**config.mk**
```make
export PLATFORM = sky130hd
export DESIGN_NAME = muldiv_controller
export DESIGN_NICKNAME = d
export VERILOG_FILES = /design/src/rtl/muldiv_controller.sv
export SDC_FILE = /design/constraint.sdc
export NUM_CORES = 1
export LEC_CHECK = 0
export CORE_ASPECT_RATIO = 0.7
export CORE_MARGIN = 2
export CORE_UTILIZATION = 40
export DETAILED_ROUTE_END_ITERATION = 7
export MAX_ROUTING_LAYER = met4
export REMOVE_ABC_BUFFERS = 1
export SETUP_SLACK_MARGIN = 0.02
export SYNTH_ARGS = -nofsm -noshare
export SYNTH_HDL_FRONTEND = slang
export SYNTH_SLANG_ARGS = --single-unit
```
**constraint.sdc**
```tcl
create_clock -name clk_i -period 5.2 [get_ports clk_i]
set_input_delay 0.52 -clock clk_i [delete_from_list [all_inputs] [get_ports clk_i]]
set_output_delay 0.52 -clock clk_i [all_outputs]
set_load 0.005 [all_outputs]
```
**src/rtl/muldiv_controller.sv**
```systemverilog
// Iterative multiply/divide sequencer owning the architectural HI/LO registers.
// Define MULDIV_EARLY_OUT_EN to finish multiplies once the remaining multiplier bits are zero.
module muldiv_controller #(
    parameter int WIDTH = 32
) (
    input  logic             clk_i,
    input  logic             rst_i,
    input  logic             start_e_i,
    input  logic [2:0]       op_e_i,
    input  logic [WIDTH-1:0] src_a_e_i,
    input  logic [WIDTH-1:0] src_b_e_i,
    input  logic             flush_e_i,
    input  logic             read_hi_lo_e_i,
    output logic             busy_o,
    output logic             stall_o,
    output logic [WIDTH-1:0] hi_o,
    output logic [WIDTH-1:0] lo_o,
    output logic             div_by_zero_o
);
    localparam int CW = $clog2(WIDTH + 1);

    localparam logic [2:0] OP_MULT  = 3'b001;
    localparam logic [2:0] OP_MULTU = 3'b010;
    localparam logic [2:0] OP_DIV   = 3'b011;
    localparam logic [2:0] OP_DIVU  = 3'b100;
    localparam logic [2:0] OP_MTHI  = 3'b101;
    localparam logic [2:0] OP_MTLO  = 3'b110;

    typedef enum logic [1:0] {IDLE, ITER, FIX} state_t;

    state_t           state;
    logic [WIDTH-1:0] acc;   // product high half / partial remainder
    logic [WIDTH-1:0] mreg;  // product low half + multiplier / dividend -> quotient
    logic [WIDTH-1:0] dreg;  // multiplicand / divisor
    logic [CW-1:0]    cnt;
    logic             is_div, neg_q, neg_r, dbz;
`ifdef MULDIV_EARLY_OUT_EN
    logic [WIDTH-1:0] mplr;  // multiplier bits not yet consumed
`endif

    logic             valid_op, accept, is_signed, a_neg, b_neg;
    logic [WIDTH-1:0] abs_a, abs_b, op_a, op_b;
    logic [WIDTH:0]   mul_sum, div_sh;
    logic [WIDTH+1:0] div_diff;
    logic             div_ok;
    logic [2*WIDTH-1:0] mul_next, prod_fix;

    always_comb begin
        valid_op  = (op_e_i >= OP_MULT) && (op_e_i <= OP_MTLO);
        accept    = (state == IDLE) && start_e_i && !flush_e_i && valid_op;
        is_signed = (op_e_i == OP_MULT) || (op_e_i == OP_DIV);
        a_neg     = src_a_e_i[WIDTH-1];
        b_neg     = src_b_e_i[WIDTH-1];
        abs_a     = a_neg ? -src_a_e_i : src_a_e_i;
        abs_b     = b_neg ? -src_b_e_i : src_b_e_i;
        op_a      = is_signed ? abs_a : src_a_e_i;
        op_b      = is_signed ? abs_b : src_b_e_i;
        mul_sum   = {1'b0, acc} + (mreg[0] ? {1'b0, dreg} : '0);
        mul_next  = {mul_sum, mreg[WIDTH-1:1]};
        div_sh    = {acc, mreg[WIDTH-1]};
        div_diff  = {1'b0, div_sh} - {2'b0, dreg};
        div_ok    = !div_diff[WIDTH+1];
        prod_fix  = neg_q ? -{acc, mreg} : {acc, mreg};
        stall_o   = busy_o && ((start_e_i && !flush_e_i) || read_hi_lo_e_i);
    end

    always_ff @(posedge clk_i or negedge rst_i) begin
        if (!rst_i) begin
            state         <= IDLE;
            acc           <= '0;
            mreg          <= '0;
            dreg          <= '0;
            cnt           <= '0;
            is_div        <= 1'b0;
            neg_q         <= 1'b0;
            neg_r         <= 1'b0;
            dbz           <= 1'b0;
            hi_o          <= '0;
            lo_o          <= '0;
            busy_o        <= 1'b0;
            div_by_zero_o <= 1'b0;
`ifdef MULDIV_EARLY_OUT_EN
            mplr          <= '0;
`endif
        end else begin
            case (state)
                IDLE: if (accept) begin
                    case (op_e_i)
                        OP_MTHI: hi_o <= src_a_e_i;
                        OP_MTLO: lo_o <= src_a_e_i;
                        OP_MULT, OP_MULTU: begin
                            acc    <= '0;
                            dreg   <= op_a;
                            mreg   <= op_b;
`ifdef MULDIV_EARLY_OUT_EN
                            mplr   <= op_b;
`endif
                            neg_q  <= is_signed && (a_neg ^ b_neg);
                            neg_r  <= 1'b0;
                            is_div <= 1'b0;
                            dbz    <= 1'b0;
                            cnt    <= CW'(WIDTH);
                            busy_o <= 1'b1;
                            state  <= ITER;
                        end
                        default: begin
                            is_div <= 1'b1;
                            busy_o <= 1'b1;
                            if (src_b_e_i == '0) begin
                                // HI receives the raw dividend
                                acc           <= src_a_e_i;
                                dbz           <= 1'b1;
                                div_by_zero_o <= 1'b1;
                                state         <= FIX;
                            end else begin
                                acc   <= '0;
                                mreg  <= op_a;
                                dreg  <= op_b;
                                neg_q <= is_signed && (a_neg ^ b_neg);
                                neg_r <= is_signed && a_neg;
                                dbz   <= 1'b0;
                                cnt   <= CW'(WIDTH);
                                state <= ITER;
                            end
                        end
                    endcase
                end
                ITER: begin
                    cnt <= cnt - CW'(1);
                    if (cnt == CW'(1))
                        state <= FIX;
                    if (is_div) begin
                        acc  <= div_ok ? div_diff[WIDTH-1:0] : div_sh[WIDTH-1:0];
                        mreg <= {mreg[WIDTH-2:0], div_ok};
                    end else begin
`ifdef MULDIV_EARLY_OUT_EN
                        mplr <= mplr >> 1;
                        if (mplr[WIDTH-1:1] == '0) begin
                            // remaining steps would only shift; do them all at once
                            {acc, mreg} <= mul_next >> (cnt - CW'(1));
                            state       <= FIX;
                        end else begin
                            {acc, mreg} <= mul_next;
                        end
`else
                        {acc, mreg} <= mul_next;
`endif
                    end
                end
                FIX: begin
                    if (dbz) begin
                        lo_o <= '1;
                        hi_o <= acc;
                    end else if (is_div) begin
                        lo_o <= neg_q ? -mreg : mreg;
                        hi_o <= neg_r ? -acc : acc;
                    end else begin
                        {hi_o, lo_o} <= prod_fix;
                    end
                    dbz           <= 1'b0;
                    div_by_zero_o <= 1'b0;
                    busy_o        <= 1'b0;
                    state         <= IDLE;
                end
                default: state <= IDLE;
            endcase
        end
    end
endmodule

```
### Yosys cells after proc, flatten, opt, wreduce, memory -nomap -nowiden

Index checks and enable logic that the tools add are counted.

* register bits: 174
* word-level logic and storage cells: 126
* output and inout bits: 67

* equality and inequality tests: 17
* magnitude comparators: 2
* reductions and logical operators: 28
* bitwise logic cells: 2
* $add $sub $neg: 8
* muxes and demuxes: 56

Operators by type and width (count)
* two-way mux 32 bit: 23
* one-hot mux 32 bit (2 select lines): 7
* negator 32 bit: 4
* two-way mux 64 bit: 1
* negator 64 bit: 1
* subtractor 33 x 32 -> 34 bit: 1
* adder 32 x 32 -> 33 bit: 1
* logical NOT 32 bit: 1
* one-hot mux 6 bit (2 select lines): 2
* AND reduction 3 bit: 6
* one-hot mux 1 bit (2 select lines): 7
* two-way mux 6 bit: 2
* AND reduction 4 bit: 3
* two-way mux 1 bit: 9
* logical AND 1 bit: 8
* != test 2 x 1 -> 1 bit, second input constant: 4
* != test 2 bit, second input constant: 4
* one-hot mux 2 bit (2 select lines): 2
* == test 3 x 2 -> 1 bit, second input constant: 2
* == test 3 bit, second input constant: 2
* == test 6 x 1 -> 1 bit, second input constant: 1
* two-way mux 2 bit: 3
* subtractor 6 x 1 -> 6 bit, second input constant: 1
* nonzero test 2 bit: 2
* 13 further kinds: 16

### Depth between registers and ports, before layout

Gate-level depths: netlist of the first run.

* depth in word-level cells: 7
* mapped depth: 14
* mapped depth without buffers: 12

### Worst setup path after synthesis of the first run

Ideal clock, no wire load.

* path kind: reg2reg
* from: register mreg[0]
* to: register acc[25]
* setup slack: 1.885 ns
* buffers on the path: 2
* stages on the path, launching flop included: 15
* setup time: 0.126 ns
* arrival: 3.189 ns
* cells stage by stage: dfrtp_1 clkinv_1 clkbuf_1 nor2_1 ha_1 clkbuf_1 a2111oi_0 o211ai_1 o32ai_2 or3_1 o211ai_1 a221oi_2 xor2_1 o22ai_1 a221o_1

* longest elaborated chain between the ends: 4

Ends and longest elaborated chain
* start: declaration: RTL line 33 `logic [WIDTH-1:0] mreg;`
* start signal: assignment: RTL line 94 `mreg <= op_b;`
* start signal: assignment: RTL line 117 `mreg <= op_a;`
* start signal: assignment: RTL line 134 `mreg <= {mreg[WIDTH-2:0], div_ok};`
* two-way mux 32 bit: RTL line 58 `mul_sum = {1'b0, acc} + (mreg[0] ? {1'b0, dreg} : '0);`
* adder 32 x 32 -> 33 bit: RTL line 58
* two-way mux 32 bit: RTL line 132 `if (is_div) begin`
* one-hot mux 32 bit (2 select lines): RTL line 86 `case (state)`
* end signal: assignment: RTL line 111 `acc <= src_a_e_i;`
* end signal: assignment: RTL line 133 `acc <= div_ok ? div_diff[WIDTH-1:0] : div_sh[WIDTH-1:0];`
* end signal: assignment: RTL line 146 `{acc, mreg} <= mul_next;`
* end: declaration: RTL line 32 `logic [WIDTH-1:0] acc;`

No other way between the ends.
A chain may end at the register's enable or synchronous reset.

### Worst setup path after layout of the first run

* from: register acc[16]
* to: register acc[3]

* longest elaborated chain between the ends: 4

Ends and longest elaborated chain
* subtractor 33 x 32 -> 34 bit: RTL line 61 `div_diff = {1'b0, div_sh} - {2'b0, dreg};`
* two-way mux 32 bit: RTL line 133
* two-way mux 32 bit: RTL line 132
* one-hot mux 32 bit (2 select lines): RTL line 86

No other way between the ends.

==> impl_metrics.csv, run 1 <==
group,metric,value,unit
status,status,"complete, no violations",
sta,timing.final.hold_violations,0,
grt,grtUsageTotal,31.7,%
power,totalPowerFinal,0.00815,W
synthesis,ys_async_sr_fraction,100,%
placement,place_inst,2613,
sta,drv_slew,0,
clocking,path_clk_slew,0.08,ns
clocking,htreeDepth,4,
sta,setup_viol,0,
sta,setup_ws,1.15,ns
synthesis,synthesis.area,0.0159,mm²
synthesis,yosys_warnings,0,
die,pin_count,139,
layout,diodes,0,
sta,skew,0.0147,ns
clocking,cts_buffers,17,
placement,io_buffers,138,
route,via_per_inst,6.27,
clocking,ctsLongestPathBuffers,2,
placement,place.gp.congestion,0.984,
die,coreArea,0.0395,mm²
power,vdd_ir_drop_max,0.264,mV
clocking,clkSinkCount,174,
placement,place_area,0.0176,mm²
layout,syn_to_final_growth,15.0,%
power,power.density,446,mW/mm²
clocking,cts_setup_buffers,0,
sta,max_slew.worst_pin.slew,1.23,ns
layout,design_area,0.0183,mm²
synthesis,synth_edf_count,0,
placement,pre_cts_ws,0.919,ns
route,drt_pre_antenna_iters,8,
grt,grt_pass1_vias,15455,
clocking,cts_root_buf,"clkbuf_16",
power,p_leak,7.61,nW
synthesis,yosysUniqueCellTypes,87,
die,design.die.area,0.0413,mm²
clocking,cts_tree,"done",
route,dr_total_vias,16589,
setup_path,cp-start-kind,"flop",
grt,grt_overflow_total,0,
sta,holdWs,0.116,ns
placement,hpwl,48.7,mm
route,drt-total-wl,64.2,mm
layout,layout.nets,2242,
setup_path,crit_fanout,11,
worst_hold_path,hold_path.class,"in -> async",
setup_path,criticalPathCategory,"reg -> reg",
route,wl_per_cell,24.3,µm
grt,antenna_found_initial,0,
setup_path,cp-end-kind,"flop",
die,start_util,40.3,%
synthesis,synth-main-ff-cell,"dfrtp_1",
die,row_count,61,
grt,grt_max_degree,80,
route,drc,0,
synthesis,syn_inst,2052,
sta,period_share,77.9,%
layout,drive_gt1_share,6.11,%
grt,grt_pass1_wl,97.1,mm
route,first_iter_violations,2075,
clocking,ctsResizeCount,0,
synthesis,syn_area_per_cell,7.74,µm²
setup_path,cp.arrival,4.35,ns
setup_path,crit_required,5.50,ns
clocking,cts_hold_repair.buffers,0,
sta,fmax,0.247,GHz
synthesis,ys_seq_elements,174,
sta,min_period,4.05,ns
run,drv_cap,0,
die,die_y,171,µm
clocking,insertion_delay,0.47,ns
route,antenna_left,0,
layout,instances_no_fill,2645,
die,die_x,242,µm
sta,rsz0062_at_grt,"false",
synthesis,ys_seq_area_share,27.4,%
sta,slew_headroom,18.0,%
## flip-flops by register name, summed over array words and instances, names as in the netlist
register       flops
acc               32
dreg              32
hi_o              32
lo_o              32
mreg              32
cnt                6
state              2
busy_o             1
dbz                1
div_by_zero_o      1
is_div             1
neg_q              1
neg_r              1
## metal layers
metal,wire length (µm),global-route usage (%),vias to the layer above
met1,29700,45.2,8101
met5,0,-,-
met4,2340,11.6,0
met3,5480,5.68,111
met2,26700,44.4,851
li1,-,-,7526
## cells in the mapped netlist, drive strengths merged (35+ instances only)
master	n	area, µm²
nand2	223	837
clkbuf	122	459
xnor2	88	771
mux2i	68	681
nand3	46	230
dfrtp	174	4350
o21ai	210	1050
a31oi	35	219
a22oi	45	338
inv	63	236
nor3	35	175
a21oi	188	952
ha	70	876
xor2	86	753
nor2	188	706
## per-stage QoR
stage,utilization [%],TNS [ns]
finish,46.3,0
global route,46.3,0
CTS,46.2,0
detailed placement,44.7,0
global placement,44.7,0
floorplan,-,-9.21
## worst max-delay path, cell delays in order, from the launching register on
cell and delay [ns]:
dfrtp_1 0.54, ha_1 0.50, nand2_1 0.16, nor3_1 0.37, nand2_1 0.10, a21oi_1 0.42
nor4_4 0.13, o31ai_4 0.80, mux2_2 0.41, a222oi_1 0.33, o21ai_1 0.10
## path summary, 6_finish.rpt
check	startpoint	endpoint	slack, ns	cells past startpoint
worst max-delay path	acc[16]	acc[3]	1.15	10
worst min-delay path	rst_i	hi_o[24]	0.12	1
worst max register to register	acc[16]	acc[3]	1.15	10
worst min register to register	dreg[9]	dreg[9]	0.49	2
max in group asynchronous	rst_i	lo_o[3]	3.81	2
min in group clk_i	dreg[9]	dreg[9]	0.49	2
## cell usage in the layout (no fill, tap or decap), drive strengths merged, types with 6 or more instances in the layout
cell and count:
and2 10, a21oi 188, clkdlybuf4s50 137, clkinv 6
a22oi 45, a21o 26, a222oi 8, or3 24
mux2 15, o41ai 14, or4 10, nor4 28
a221oi 9, o21ai 210, o211ai 33, dfrtp 174
clkbuf 23, o21bai 6, a211oi 12, nand2 223
ha 70, o31ai 24, or2 7, inv 63
nand2b 24, nor2b 15, xor2 86, o21a 9
and3 16, xnor2 88, nand3 46, nor3 35
nor2 188, nand4 13, o22ai 13, mux2i 68
a31oi 35, buf 41
## layout make-up
type,count,area (µm²)
repair buffers,179,1710
flip-flops and latches,174,4360
inverters,64,240
multi-input cells,1662,10700
fillers,3977,21200
clock inverters,9,134
well taps,535,669
clock buffers,22,484
## report_power, final
group          switching [W]  leakage, nW  internal, W  total [W]
Clock               0.000602        0.302     0.000806    0.00141
Sequential          0.000625         1.80      0.00162    0.00224
Combinational        0.00265         5.51      0.00185    0.00450
## cells by family after synthesis
family | Yosys count | synth area share [%]
AO/OA/AOI/OAI | 679 | 26.7
multiplexers | 83 | 5.35
adder cells (fa/ha/maj) | 72 | 5.77
flip-flops | 174 | 27.4
buffers and inverters | 216 | 5.59
AND/OR/NAND/NOR | 654 | 19.6
XOR/XNOR | 174 | 9.59
No activity file was read; power rests on OpenSTA's default activity.
==> run 2: changes to the inputs <==
==> constraint.sdc (replaced) <==
create_clock -name clk_i -period 3.33 [get_ports clk_i]
set_input_delay 0.333 -clock clk_i [delete_from_list [all_inputs] [get_ports clk_i]]
set_output_delay 0.333 -clock clk_i [all_outputs]
set_load 0.005 [all_outputs]
==> run 2 against run 1 <==
  * Register-to-register slack worse by 1.1 ns
  * Critical endpoint is now acc[23]
  * Sequential power grew 38%
  * Total power rose by 82%
==> impl_metrics.csv, run 2 (synthesis gave the netlist of run 1 again) <==
group,metric,value,unit
status,status,"complete, no violations",
route,first_iter_violations,1912,
die,coreArea,0.0395,mm²
route,drc,0,
sta,rsz0062_at_grt,"true",
sta,period_share,98.8,%
setup_path,r2r_cells,16,
clocking,cts_root_buf,"clkbuf_16",
sta,fmax,0.304,GHz
grt,grt_overflow_total,0,
die,design.die.area,0.0413,mm²
clocking,ctsLongestPathBuffers,2,
layout,diodes,0,
grt,antenna_found_initial,1,
grt,busiest_layer,"met2",
route,via_per_inst,6.03,
layout,fill_cells,3818,
setup_path,rrSetupSlack,0.04,ns
setup_path,cp_top_family,"compound AO/OA/AOI/OAI gates",
grt,grt_pass1_vias,16265,
clocking,insertion_delay,0.47,ns
grt,grtUsageMet3,5.95,%
layout,final_common_cell,"buf_4",
grt,grtUsageTotal,33.7,%
sta,slew_headroom,13.6,%
placement,hpwl,53.1,mm
clocking,cts_buffers,17,
setup_path,crit_fanout,6,
clocking,htreeDepth,4,
layout,design_area,0.0207,mm²
sta,max_slew.worst_pin.slew,1.29,ns
grt,grt_pass1_wl,103,mm
sta,setup_viol,0,
setup_path,crit_required,3.66,ns
setup_path,path_buf_inv,5,
setup_path,criticalPathCategory,"reg -> reg",
layout,multiInputGateArea,0.0110,mm²
setup_path,worstReg2RegStart,"mreg[0]",
route,drt-total-wl,69.0,mm
setup_path,cp-start-kind,"flop",
die,pin_count,139,
clocking,cts_tree,"done",
setup_path,slowest_stage,"dfrtp_1",
die,start_util,40.3,%
layout,final_cell_mix,"271 x buf_4, 221 x nand2_1, 178 x nor2_1",
die,die_x,242,µm
clocking,path_clk_slew,0.08,ns
sta,timing.final.hold_violations,0,
sta,skew,0.0145,ns
setup_path,path_cells,"inv_2 -> buf_8 -> buf_6 -> nor2_2 -> ha_4 -> buf_6 -> nand4_1 -> a21oi_2 -> o32ai_2 -> buf_4 -> or3_1 -> o211ai_1 -> a31oi_2 -> xnor2_1 -> a222oi_1 -> o21ai_1",
worst_hold_path,hold_path.class,"in -> async",
placement,place_inst,2845,
clocking,clkSinkCount,174,
sta,setup_ws,0.0413,ns
die,row_count,61,
grt,use_met1,47.8,%
power,vdd_ir_drop_max,0.600,mV
grt,grt_max_degree,65,
run,drv_cap,0,
power,p_leak,8.98,nW
setup_path,r2r-end,"acc[23]",
setup_path,cp_slowest_stage_delay,0.41,ns
setup_path,cp_common_cell,"buf_6",
power,power.density,716,mW/mm²
route,dr_total_vias,17486,
route,antenna_left,0,
setup_path,cp-end-kind,"flop",
layout,layout.nets,2496,
placement,pre_cts_ws,-0.0755,ns
placement,place.gp.congestion,0.997,
layout,drive_gt1_share,18.7,%
layout,instances_no_fill,2900,
route,wl_per_cell,23.8,µm
grt,met2_usage,48.9,%
power,totalPowerFinal,0.0148,W
die,die_y,171,µm
placement,place_area,0.0195,mm²
sta,min_period,3.29,ns
layout,seq_area,0.00436,mm²
placement,io_buffers,138,
sta,drv_slew,0,
route,drt_pre_antenna_iters,6,
layout,syn_to_final_growth,30.3,%
setup_path,cp.arrival,3.62,ns
run 2: changes by cell type in the layout (fill, tap and decap cells not counted), moves of 6 or more:
| cell | previous run | this run |
|---|---|---|
| buf_4 | 40 | 271 |
| o21ai_0 | 189 | 174 |
| a21oi_1 | 183 | 172 |
| ha_1 | 70 | 59 |
| o21ai_1 | 21 | 32 |
| buf_12 | 1 | 10 |
| a21oi_2 | 4 | 12 |
| buf_6 | 0 | 8 |
| nor2_1 | 185 | 178 |
| ha_2 | 0 | 6 |
| nor2_2 | 2 | 8 |
run 2: layout make-up:
| class | instances | area share, % |
|---|---|---|
| multi-input cells | 1662 | 53.1 |
| flip-flops and latches | 174 | 21.1 |
| repair buffers | 433 | 18.5 |
| well taps | 535 | 3.24 |
| clock buffers | 21 | 2.32 |
| inverters | 64 | 1.16 |
| clock inverters | 11 | 0.623 |
run 2: where the power goes:
part | leakage, nW | total [W] | internal [W] | switching [W]
clock network | 0.297 | 0.00220 | 0.00120 | 0.00101
registers | 1.80 | 0.00308 | 0.00254 | 0.000549
logic | 6.88 | 0.00953 | 0.00434 | 0.00519
run 2: layer usage:
layer  routed length, µm  share of wire, %  vias up
met5                   0                 0        -
met4                1960               2.8        0
met3                5530               8.0      117
met2               29400                43      847
met1               32200                47     8494
li1                    -                 -     8028
run 2: repair_timing:
| item | 4_1_cts | 5_1_grt |
|---|---|---|
| gates cloned | 0 | 3 |
| buffers inserted | 0 | 21 |
| hold buffers | 1 | 0 |
| endpoints found under the setup margin | 6 | 39 |
| hold endpoints to repair | 44 | 0 |
| resized for setup | 5 | 91 |
| pin swaps | 4 | 36 |
run 2: worst max-delay path by stage:
stage	from	end	slack, ns	depth (start not counted)
final	mreg[0]	acc[23]	0.04	16
after detailed placement	dreg[0]	acc[31]	-0.08	13
after global placement	src_b_e_i[0]	dreg[28]	-0.02	11
after global routing	mreg[0]	acc[25]	-0.1	15
after CTS	mreg[0]	acc[23]	0.02	16
after floorplan	op_e_i[0]	dreg[3]	-2.14	5
run 2: stage by stage:
step / hold WS (ns) / util (%) / TNS [ns]
2_1_floorplan: 0.0374 / - / -130.16
3_3_place_gp: 0.311 / 49.4 / -0.0242
3_5_place_dp: 0.313 / 49.4 / -0.343
4_1_cts: 0.392 / 51.0 / 0
5_1_grt: 0.404 / 52.4 / -0.755
6_report: 0.374 / 52.4 / 0
